===== src/rtl/apb4_mst_pkg.sv =====
// Shared types for the APB4 master bridge: FSM state encoding, latched
// request control fields and the pprot reset value.
package apb4_mst_pkg;

    typedef enum logic [1:0] {
        IDLE   = 2'd0,
        SETUP  = 2'd1,
        ACCESS = 2'd2,
        RESP   = 2'd3
    } apb4_mst_state_e;

    // Width-independent part of a request; address/data/strobe widths follow
    // the bridge parameters and are held alongside this struct.
    typedef struct packed {
        logic       write;
        logic [2:0] prot;
    } apb4_mst_ctrl_t;

    localparam logic [2:0] PPROT_DEFAULT = 3'b000;

endpackage


===== src/rtl/apb4_master_bridge.sv =====
// Valid/ready request port to single APB4 initiator transfers, one outstanding.
// Optional access timeout enabled by defining APB4_MST_TIMEOUT_EN.
module apb4_master_bridge
    import apb4_mst_pkg::*;
#(
    parameter int unsigned ADDR_WIDTH = 32,
    parameter int unsigned DATA_WIDTH = 32,
    parameter int unsigned TMO_WIDTH  = 16
) (
    input  logic                    pclk,
    input  logic                    presetn,
    input  logic                    req_valid_i,
    output logic                    req_ready_o,
    input  logic                    req_write_i,
    input  logic [ADDR_WIDTH-1:0]   req_addr_i,
    input  logic [DATA_WIDTH-1:0]   req_wdata_i,
    input  logic [DATA_WIDTH/8-1:0] req_strb_i,
    input  logic [2:0]              req_prot_i,
    output logic                    rsp_valid_o,
    input  logic                    rsp_ready_i,
    output logic [DATA_WIDTH-1:0]   rsp_rdata_o,
    output logic                    rsp_err_o,
    output logic                    rsp_tmo_o,
    input  logic [TMO_WIDTH-1:0]    tmo_lmt_i,
    output logic [ADDR_WIDTH-1:0]   paddr,
    output logic [2:0]              pprot,
    output logic                    psel,
    output logic                    penable,
    output logic                    pwrite,
    output logic [DATA_WIDTH-1:0]   pwdata,
    output logic [DATA_WIDTH/8-1:0] pstrb,
    input  logic                    pready,
    input  logic [DATA_WIDTH-1:0]   prdata,
    input  logic                    pslverr
);

    localparam int unsigned STRB_WIDTH = DATA_WIDTH / 8;

    apb4_mst_state_e         state_q,     state_d;
    apb4_mst_ctrl_t          ctrl_q,      ctrl_d;
    logic [ADDR_WIDTH-1:0]   addr_q,      addr_d;
    logic [DATA_WIDTH-1:0]   wdata_q,     wdata_d;
    logic [STRB_WIDTH-1:0]   strb_q,      strb_d;
    logic                    psel_q,      psel_d;
    logic                    penable_q,   penable_d;
    logic                    req_ready_q, req_ready_d;
    logic                    rsp_valid_q, rsp_valid_d;
    logic [DATA_WIDTH-1:0]   rsp_rdata_q, rsp_rdata_d;
    logic                    rsp_err_q,   rsp_err_d;

`ifdef APB4_MST_TIMEOUT_EN
    logic                    rsp_tmo_q,   rsp_tmo_d;
    logic [TMO_WIDTH-1:0]    cnt_q,       cnt_d;
    logic [TMO_WIDTH-1:0]    cnt_inc;
    logic                    tmo_hit;

    // cnt_q counts earlier stalled ACCESS cycles, so cnt_inc includes this one.
    assign cnt_inc = (cnt_q == '1) ? cnt_q : cnt_q + TMO_WIDTH'(1);
    assign tmo_hit = (tmo_lmt_i != '0) && (cnt_inc >= tmo_lmt_i) && !pready;
`else
    logic unused_tmo_lmt;
    assign unused_tmo_lmt = ^tmo_lmt_i;
`endif

    always_comb begin
        state_d     = state_q;
        ctrl_d      = ctrl_q;
        addr_d      = addr_q;
        wdata_d     = wdata_q;
        strb_d      = strb_q;
        psel_d      = psel_q;
        penable_d   = penable_q;
        req_ready_d = req_ready_q;
        rsp_valid_d = rsp_valid_q;
        rsp_rdata_d = rsp_rdata_q;
        rsp_err_d   = rsp_err_q;
`ifdef APB4_MST_TIMEOUT_EN
        rsp_tmo_d   = rsp_tmo_q;
        cnt_d       = cnt_q;
`endif
        unique case (state_q)
            IDLE: begin
                if (req_valid_i) begin
                    ctrl_d.write = req_write_i;
                    ctrl_d.prot  = req_prot_i;
                    addr_d       = req_addr_i;
                    wdata_d      = req_wdata_i;
                    strb_d       = req_write_i ? req_strb_i : '0;
                    psel_d       = 1'b1;
                    req_ready_d  = 1'b0;
                    state_d      = SETUP;
                end
            end
            SETUP: begin
                penable_d = 1'b1;
`ifdef APB4_MST_TIMEOUT_EN
                cnt_d     = '0;
`endif
                state_d   = ACCESS;
            end
            ACCESS: begin
                if (pready) begin
                    psel_d      = 1'b0;
                    penable_d   = 1'b0;
                    rsp_valid_d = 1'b1;
                    rsp_rdata_d = (ctrl_q.write || pslverr) ? '0 : prdata;
                    rsp_err_d   = pslverr;
`ifdef APB4_MST_TIMEOUT_EN
                    rsp_tmo_d   = 1'b0;
`endif
                    state_d     = RESP;
                end
`ifdef APB4_MST_TIMEOUT_EN
                else if (tmo_hit) begin
                    psel_d      = 1'b0;
                    penable_d   = 1'b0;
                    rsp_valid_d = 1'b1;
                    rsp_rdata_d = '0;
                    rsp_err_d   = 1'b1;
                    rsp_tmo_d   = 1'b1;
                    state_d     = RESP;
                end else begin
                    cnt_d = cnt_inc;
                end
`endif
            end
            RESP: begin
                if (rsp_ready_i) begin
                    rsp_valid_d = 1'b0;
                    req_ready_d = 1'b1;
                    state_d     = IDLE;
                end
            end
            default: state_d = IDLE;
        endcase
    end

    always_ff @(posedge pclk) begin
        if (!presetn) begin
            state_q     <= IDLE;
            ctrl_q      <= '{write: 1'b0, prot: PPROT_DEFAULT};
            addr_q      <= '0;
            wdata_q     <= '0;
            strb_q      <= '0;
            psel_q      <= 1'b0;
            penable_q   <= 1'b0;
            req_ready_q <= 1'b1;
            rsp_valid_q <= 1'b0;
            rsp_rdata_q <= '0;
            rsp_err_q   <= 1'b0;
`ifdef APB4_MST_TIMEOUT_EN
            rsp_tmo_q   <= 1'b0;
            cnt_q       <= '0;
`endif
        end else begin
            state_q     <= state_d;
            ctrl_q      <= ctrl_d;
            addr_q      <= addr_d;
            wdata_q     <= wdata_d;
            strb_q      <= strb_d;
            psel_q      <= psel_d;
            penable_q   <= penable_d;
            req_ready_q <= req_ready_d;
            rsp_valid_q <= rsp_valid_d;
            rsp_rdata_q <= rsp_rdata_d;
            rsp_err_q   <= rsp_err_d;
`ifdef APB4_MST_TIMEOUT_EN
            rsp_tmo_q   <= rsp_tmo_d;
            cnt_q       <= cnt_d;
`endif
        end
    end

    assign req_ready_o = req_ready_q;
    assign rsp_valid_o = rsp_valid_q;
    assign rsp_rdata_o = rsp_rdata_q;
    assign rsp_err_o   = rsp_err_q;
`ifdef APB4_MST_TIMEOUT_EN
    assign rsp_tmo_o   = rsp_tmo_q;
`else
    assign rsp_tmo_o   = 1'b0;
`endif
    assign paddr       = addr_q;
    assign pprot       = ctrl_q.prot;
    assign pwrite      = ctrl_q.write;
    assign pwdata      = wdata_q;
    assign pstrb       = strb_q;
    assign psel        = psel_q;
    assign penable     = penable_q;

endmodule


===== config.mk =====
export PLATFORM = sky130hd
export DESIGN_NAME = apb4_master_bridge
export DESIGN_NICKNAME = d
export VERILOG_FILES = /design/src/rtl/apb4_mst_pkg.sv /design/src/rtl/apb4_master_bridge.sv
export SDC_FILE = /design/constraint.sdc
export NUM_CORES = 1
export LEC_CHECK = 0
export ABC_AREA = 1
export BUFFER_PORTS_ARGS = -buffer_cell sky130_fd_sc_hd__buf_4
export CORE_MARGIN = 2
export CORE_UTILIZATION = 35
export DETAILED_ROUTE_END_ITERATION = 16
export PLACE_DENSITY = 0.7
export SLEW_MARGIN = 25
export SYNTH_ARGS = -nofsm -noshare
export SYNTH_HDL_FRONTEND = slang
export SYNTH_SLANG_ARGS = --single-unit

===== constraint.sdc =====
create_clock -name pclk -period 1.6 [get_ports pclk]
set_input_delay 0.24 -clock pclk [delete_from_list [all_inputs] [get_ports pclk]]
set_output_delay 0.24 -clock pclk [all_outputs]
set_load 0.05 [all_outputs]

# Yosys cells after proc, flatten, opt, wreduce, memory -nomap -nowiden
# Index checks and enable logic that the tools add are counted.
[word_totals]
inputBits = 126
memories = 0
output_inout_bits = 110
ff_bits = 111
romBits = 0
latchBits = 0
mem_bits_rw = 0
[classes]
eq_ne = 6
shift = 0
n_reduce_logical = 13
n_lt_le_gt_ge = 0
n_mul = 0
muxes = 16
div = 0
n_bitwise = 0
addsub = 0
[op_table]
columns = ["op", "n"]
rows = [
  ["2-to-1 mux 32 bit", 1],
  ["AND reduction 3 bit", 4],
  ["case mux 1 bit (2 select lines)", 4],
  ["case mux 2 bit (4 select lines)", 1],
  ["nonzero test 2 bit", 4],
  ["2-to-1 mux 1 bit", 6],
  ["2-to-1 mux 2 bit", 3],
  ["inequality test 2 bit, second input constant", 3],
  ["AND reduction 2 bit", 3],
  ["equality test 2 bit, second input constant", 2],
  ["2-to-1 mux 4 bit", 1],
  ["equality test 2 x 1 -> 1 bit, second input constant", 1],
  ["zero test 2 bit", 1],
  ["logical OR 1 bit", 1],
]

# Logic depth before layout (Yosys ltp)
# Gate-level depths: netlist of the first run.
[depth]
depth_word = 3
mapped_depth = 8
ltp_nobuf = 8

# Least setup slack after synthesis of the first run
# No wires, ideal clock.
[synth_timing]
path_kind = "register -> register"
startpoint = "register state_q[0]"
endpoint = "register addr_q[0], in the netlist paddr[0]"
required_time_ns = 1.484
period_less_slack_ns = 1.400
stages_incl_launch_ff = 9
arrival_ns = 1.285
path_slack_ns = 0.200
path_cell_list = "dfxtp_1 inv_1 ha_1 nand2_2 inv_2 buf_4 buf_4 nor2_1 nor2_1"
[synth_via]
elab_chain_cells = 2
[synth_lines]
columns = ["item", "line", "rtl"]
rows = [
  ["start, declared", "apb4_master_bridge.sv:39", "apb4_mst_state_e state_q, state_d;"],
  ["start signal, assigned", "apb4_master_bridge.sv:156", "state_q <= state_d;"],
  ["zero test 2 bit", "apb4_master_bridge.sv:81", "unique case (state_q)"],
  ["AND reduction 2 bit (no line)", "-", ""],
  ["end signal, assigned", "apb4_master_bridge.sv:158", "addr_q <= addr_d;"],
  ["end, declared", "apb4_master_bridge.sv:41", "logic [ADDR_WIDTH-1:0] addr_q, addr_d;"],
]
# No other way between the ends.
# A chain may end at the register's enable or synchronous reset.

# Worst setup path after layout of the first run
[layout_timing]
startpoint = "register state_q[0]"
endpoint = "register strb_q[1], in the netlist pstrb[1]"
[layout_via]
elab_chain_cells = 2
[layout_lines]
columns = ["item", "line", "rtl"]
rows = [
  ["zero test 2 bit", "apb4_master_bridge.sv:81", ""],
  ["AND reduction 2 bit (no line)", "-", ""],
  ["end signal, assigned", "apb4_master_bridge.sv:160", "strb_q <= strb_d;"],
  ["end, declared", "apb4_master_bridge.sv:43", "logic [STRB_WIDTH-1:0] strb_q, strb_d;"],
]
# No other way between the ends.

==> results.json, run 1 <==
{
  "reg2reg_slack_ps": 150,
  "drtPass1Iterations": 4,
  "grt_pass1_vias": 3811,
  "ys_ff_latch": 111,
  "vias_per_cell": 4.70,
  "die_w_um": 113,
  "fill_cells": 1084,
  "clock_latency_ps": 340,
  "ys.flop_type": "dfxtp_1",
  "fin_crit_ps": 1450,
  "drtIter0Drc": 294,
  "final_common_cell": "buf_4",
  "pre_cts_ws_ps": 56.6,
  "grt_max_degree": 56,
  "finalHoldViolCount": 0,
  "hold_end": "rsp_rdata_o[21]",
  "hold_depth": 3,
  "dp_hpwl_um": 8640,
  "yosys.cell_types.count": 19,
  "rsz0062_at_grt": "no",
  "cts_max_level": 3,
  "detail-route-antenna-nets": 0,
  "grt_overflow": 0,
  "min_period_over_period_pct": 90.8,
  "ir_worst_vdd_uv": 1070,
  "layout_common_cells": "buf_4, nor2_1, dfxtp_1, nand2_1, o21ai_0",
  "holdWs_ps": 141,
  "dp_cells": 856,
  "rows": 39,
  "grt_usage_pct": 18.0,
  "stdcell_count": 871,
  "io_pins": 236,
  "end_kind": "flip-flop",
  "holdCritStartpoint": "prdata[21]",
  "n_antenna_cell": 0,
  "area_growth_pct": 50.4,
  "cts_buffers": 9,
  "r2r-start": "state_q[0]",
  "io_buffer_count": 218,
  "max_freq_ghz": 0.688,
  "p_per_area_mw_per_mm2": 1750,
  "setup_ws_ps": 147,
  "vias": 4092,
  "syn-num-nets": 651,
  "gp_congestion": 0.834,
  "remaining_drc_errors": 0,
  "setup_violations": 0,
  "avgSynthCellArea_sq_um": 7.98,
  "nets": 857,
  "fin_total_pwr_mw": 10.9,
  "cp.arrival_ps": 1720,
  "die_h_um": 113,
  "cp.required_ps": 1870,
  "r2r_end": "pstrb[1]",
  "antenna_found_initial": 0,
  "die_area_sq_mm": 0.0127,
  "cts_buffer_depth": 2,
  "synth_edf_count": 0,
  "maxSlewViolCount": 0,
  "regArea_sq_mm": 0.00222,
  "crit_type": "flip-flop to flip-flop",
  "grt_pass1_wl_um": 18500,
  "r2r_cells": 8,
  "drv_cap": 0,
  "power_leakage_nw": 2.85,
  "final_layout_size_suffix_gt1_share_pct": 39.1,
  "min_path_type": "primary input to flip-flop",
  "path_clk_slew_ps": 70,
  "clkSinkCount": 111,
  "async_reset_ff_share_pct": 0,
  "ys_warn_count": 0,
  "outcome": "completed",
  "core_sq_mm": 0.0115,
  "setup.worst_path.start": "state_q[0]",
  "clockRootBuffer": "clkbuf_16",
  "wl_um": 11700,
  "synth_area_sq_mm": 0.00414,
  "synth_seq_area_share_pct": 53.6,
  "multi_input_area_sq_mm": 0.00169,
  "wire_per_inst_um": 13.5,
  "synth_cells": 519,
  "skew_ps": 10.5,
  "initial_core_util_pct": 36.1,
  "tritoncts": "yes",
  "path_max_fanout": 5,
  "final.setup.tns_ps": 0,
  "startpoint_type": "flip-flop"
}
## critical path, stage by stage (launching register included)
cell and delay (ps):
dfxtp_1 330, inv_1 140, ha_1 230, nand2_2 110, inv_2 110, nand2_1 110
inv_1 150, nand2_1 90, a21oi_1 110
## state kept, by name, summed over array words and instances, names as in the netlist
register     cells
state_q          2
paddr           32
pwdata          32
rsp_err_o        1
pstrb            4
pwrite           1
psel             1
rsp_valid_o      1
pprot            3
req_ready_o      1
penable          1
rsp_rdata_o     32
## stage by stage
step / util, % / cell area (sq um)
finish: 54.3 / 6230
global route: 54.3 / 6230
CTS: 54.0 / 6190
detailed placement: 51.5 / 5910
global placement: 51.5 / 5910
floorplan: - / 4140
## worst max path at each step
stage,to,cells past startpoint
after floorplan,paddr[0],8
final,pstrb[1],8
after global routing,pstrb[1],8
after global placement,req_ready_o,8
after CTS,req_ready_o,8
after detailed placement,req_ready_o,8
## cell type report
cell class	instances	share of cell area, %
clock buffer	13	4.02
inverter	14	0.843
tap	143	2.87
clock inverter	1	0.482
timing repair buffer	229	29.1
multi-input combinational	360	27.1
sequential	111	35.7
## logic make-up after synthesis
family / count (synthesis) / share of synthesized area (%)
buffers and inverters: 48 / 5.80
other: 1 / 0.0905
and+or+nand+nor: 245 / 23.8
AOI/OAI and AO/OA: 108 / 14.9
adders and majority gates: 6 / 1.81
DFF: 111 / 53.6
## synthesized netlist by cell type (6+ instances only)
| cell type | number | area share [%] |
|---|---|---|
| nor2_1 | 143 | 13 |
| dfxtp_1 | 111 | 54 |
| nand2_1 | 73 | 6.6 |
| o21ai_0 | 69 | 8.3 |
| nand2_2 | 22 | 3.3 |
| a21oi_2 | 20 | 4.2 |
| a21oi_1 | 19 | 2.3 |
| clkbuf_1 | 17 | 1.5 |
| inv_1 | 13 | 1.2 |
| buf_2 | 9 | 1.1 |
| ha_1 | 6 | 1.8 |
## report_power, final
| group | total (mW) | internal (mW) | switching, mW |
|---|---|---|---|
| registers | 3.68 | 3.36 | 0.318 |
| clock network | 2.17 | 1.24 | 0.927 |
| logic | 5.07 | 1.58 | 3.49 |
| total | 10.9 | 6.19 | 4.74 |
## what timing repair did
item | 4_1_cts | 5_1_grt
gates resized for setup | 0 | 4
setup buffers | 0 | 0
hold buffers | 0 | 0
setup endpoints to repair | 0 | 16
## layer usage
metal | track usage [%] | wire [um]
met1 | 21.7 | 4930
met2 | 29.3 | 5320
met3 | 6.70 | 1250
met4 | 6.91 | 244
met5 | 0 | 0
Power figures use the tool's default switching activity.
==> inputs of run 2 (changes only) <==
--- a/config.mk
+++ b/config.mk
@@ -8,10 +8,10 @@
 export ABC_AREA = 1
 export BUFFER_PORTS_ARGS = -buffer_cell sky130_fd_sc_hd__buf_4
 export CORE_MARGIN = 2
-export CORE_UTILIZATION = 35
+export CORE_UTILIZATION = 40
 export DETAILED_ROUTE_END_ITERATION = 16
-export PLACE_DENSITY = 0.7
-export SLEW_MARGIN = 25
+export PLACE_DENSITY = 0.78
+export SLEW_MARGIN = 20
 export SYNTH_ARGS = -nofsm -noshare
 export SYNTH_HDL_FRONTEND = slang
 export SYNTH_SLANG_ARGS = --single-unit
==> run 2 against run 1 <==
Against the previous run: worst setup slack got worse by 4.9 ps; non-clock buffer count unchanged; critical path depth decreased by 1; critical path type unchanged; clock power decreased by 14%; design area decreased by 1.0%; die area decreased by 12%.
==> results.json, run 2 (synthesis gave the netlist of run 1 again) <==
{
  "antenna_found_initial": 0,
  "setup.worst_path.start": "state_q[0]",
  "crit_type": "flip-flop to flip-flop",
  "path_max_fanout": 16,
  "min_path_type": "primary input to flip-flop",
  "max_freq_ghz": 0.686,
  "rsz0062_at_grt": "no",
  "remaining_drc_errors": 0,
  "drtPass1Iterations": 4,
  "power_leakage_nw": 2.83,
  "startpoint_type": "flip-flop",
  "final_cell_area_sq_mm": 0.00617,
  "finalHoldViolCount": 0,
  "r2r_end": "rsp_rdata_o[20]",
  "cp.arrival_ps": 1770,
  "n_antenna_cell": 0,
  "ir_worst_vdd_uv": 887,
  "tritoncts": "yes",
  "reg2reg_slack_ps": 140,
  "wire_per_inst_um": 13.5,
  "vias": 4118,
  "layout_common_cells": "buf_4, nor2_1, dfxtp_1, nand2_1, o21ai_0",
  "p_per_area_mw_per_mm2": 1720,
  "holdWs_ps": 115,
  "area_growth_pct": 48.9,
  "rows": 37,
  "gp_congestion": 0.812,
  "io_pins": 236,
  "fin_total_pwr_mw": 10.6,
  "die_area_sq_mm": 0.0112,
  "setup_ws_ps": 142,
  "post-route-util_pct": 60.6,
  "r2r_cells": 7,
  "clkSinkCount": 111,
  "grt_max_degree": 53,
  "setup_violations": 0,
  "nets": 857,
  "final_common_cell": "buf_4",
  "outcome": "completed",
  "wl_um": 11700,
  "io_buffer_count": 218,
  "dp_cells": 849,
  "path_clk_slew_ps": 100,
  "cts_resized": 0,
  "endpoint": "rsp_rdata_o[20]",
  "grt_usage_pct": 19.9,
  "maxSlewViolCount": 0,
  "stdcell_count": 866,
  "detail-route-antenna-nets": 0,
  "cts_buffer_depth": 2,
  "grt_pass1_wl_um": 17800,
  "final.setup.tns_ps": 0,
  "cts_hold_buf": 0,
  "vias_per_cell": 4.76,
  "final_layout_size_suffix_gt1_share_pct": 39.5,
  "place_area_sq_mm": 0.00591,
  "grt_pass1_vias": 3800,
  "post_cts_buffers": 0,
  "cp.required_ps": 1910,
  "end_kind": "flip-flop",
  "drv_cap": 0,
  "pre_cts_ws_ps": 131,
  "core_sq_mm": 0.0102,
  "die_h_um": 106,
  "dp_hpwl_um": 8460,
  "r2r-start": "state_q[0]",
  "drtIter0Drc": 256,
  "grt_overflow": 0,
  "cts_buffers": 9,
  "cts_max_level": 3,
  "clockRootBuffer": "clkbuf_8",
  "clock_latency_ps": 360,
  "initial_core_util_pct": 40.7,
  "die_w_um": 106,
  "min_period_over_period_pct": 91.1,
  "skew_ps": 6.16,
  "fin_crit_ps": 1460
}
-- run 2: power by group --
group / switching [mW] / internal [mW] / total, mW
Sequential: 0.319 / 3.36 / 3.68
Clock: 0.888 / 0.968 / 1.86
Combinational: 3.50 / 1.59 / 5.08
-- run 2: layer usage --
| layer | GRT usage (%) | vias to the layer above | share of wire, % |
|---|---|---|---|
| met2 | 32.7 | 196 | 47 |
| met5 | 0 | - | 0 |
| met1 | 23.3 | 1861 | 40 |
| met3 | 7.05 | 18 | 11 |
| met4 | 9.21 | 0 | 2.2 |
| li1 | - | 2043 | - |
-- run 2: cell type report --
type	count	area, sq um
inverters	14	52.6
clock inverters	3	65.1
clock buffers	13	159
fillers	883	4020
multi-input cells	360	1690
flip-flops and latches	111	2220
repair buffers	229	1810
well taps	136	170
-- run 2: worst max-delay path, cell delays in order (launching register included) --
cell       delay [ps]
dfxtp_1           340
inv_1             150
ha_1              210
nand2_2           100
nor2b_4           200
clkbuf_16         230
nand2_2            60
a21oi_2           110
-- run 2: how the worst min path moves through the flow --
stage	cells past startpoint	start	end	slack, ps
after floorplan	2	prdata[11]	rsp_rdata_o[11]	380
after CTS	3	prdata[11]	rsp_rdata_o[11]	90
after global placement	2	req_ready_o	req_ready_o	440
after detailed placement	2	req_ready_o	req_ready_o	440
after global routing	3	prdata[20]	rsp_rdata_o[20]	100
final	3	prdata[11]	rsp_rdata_o[11]	120
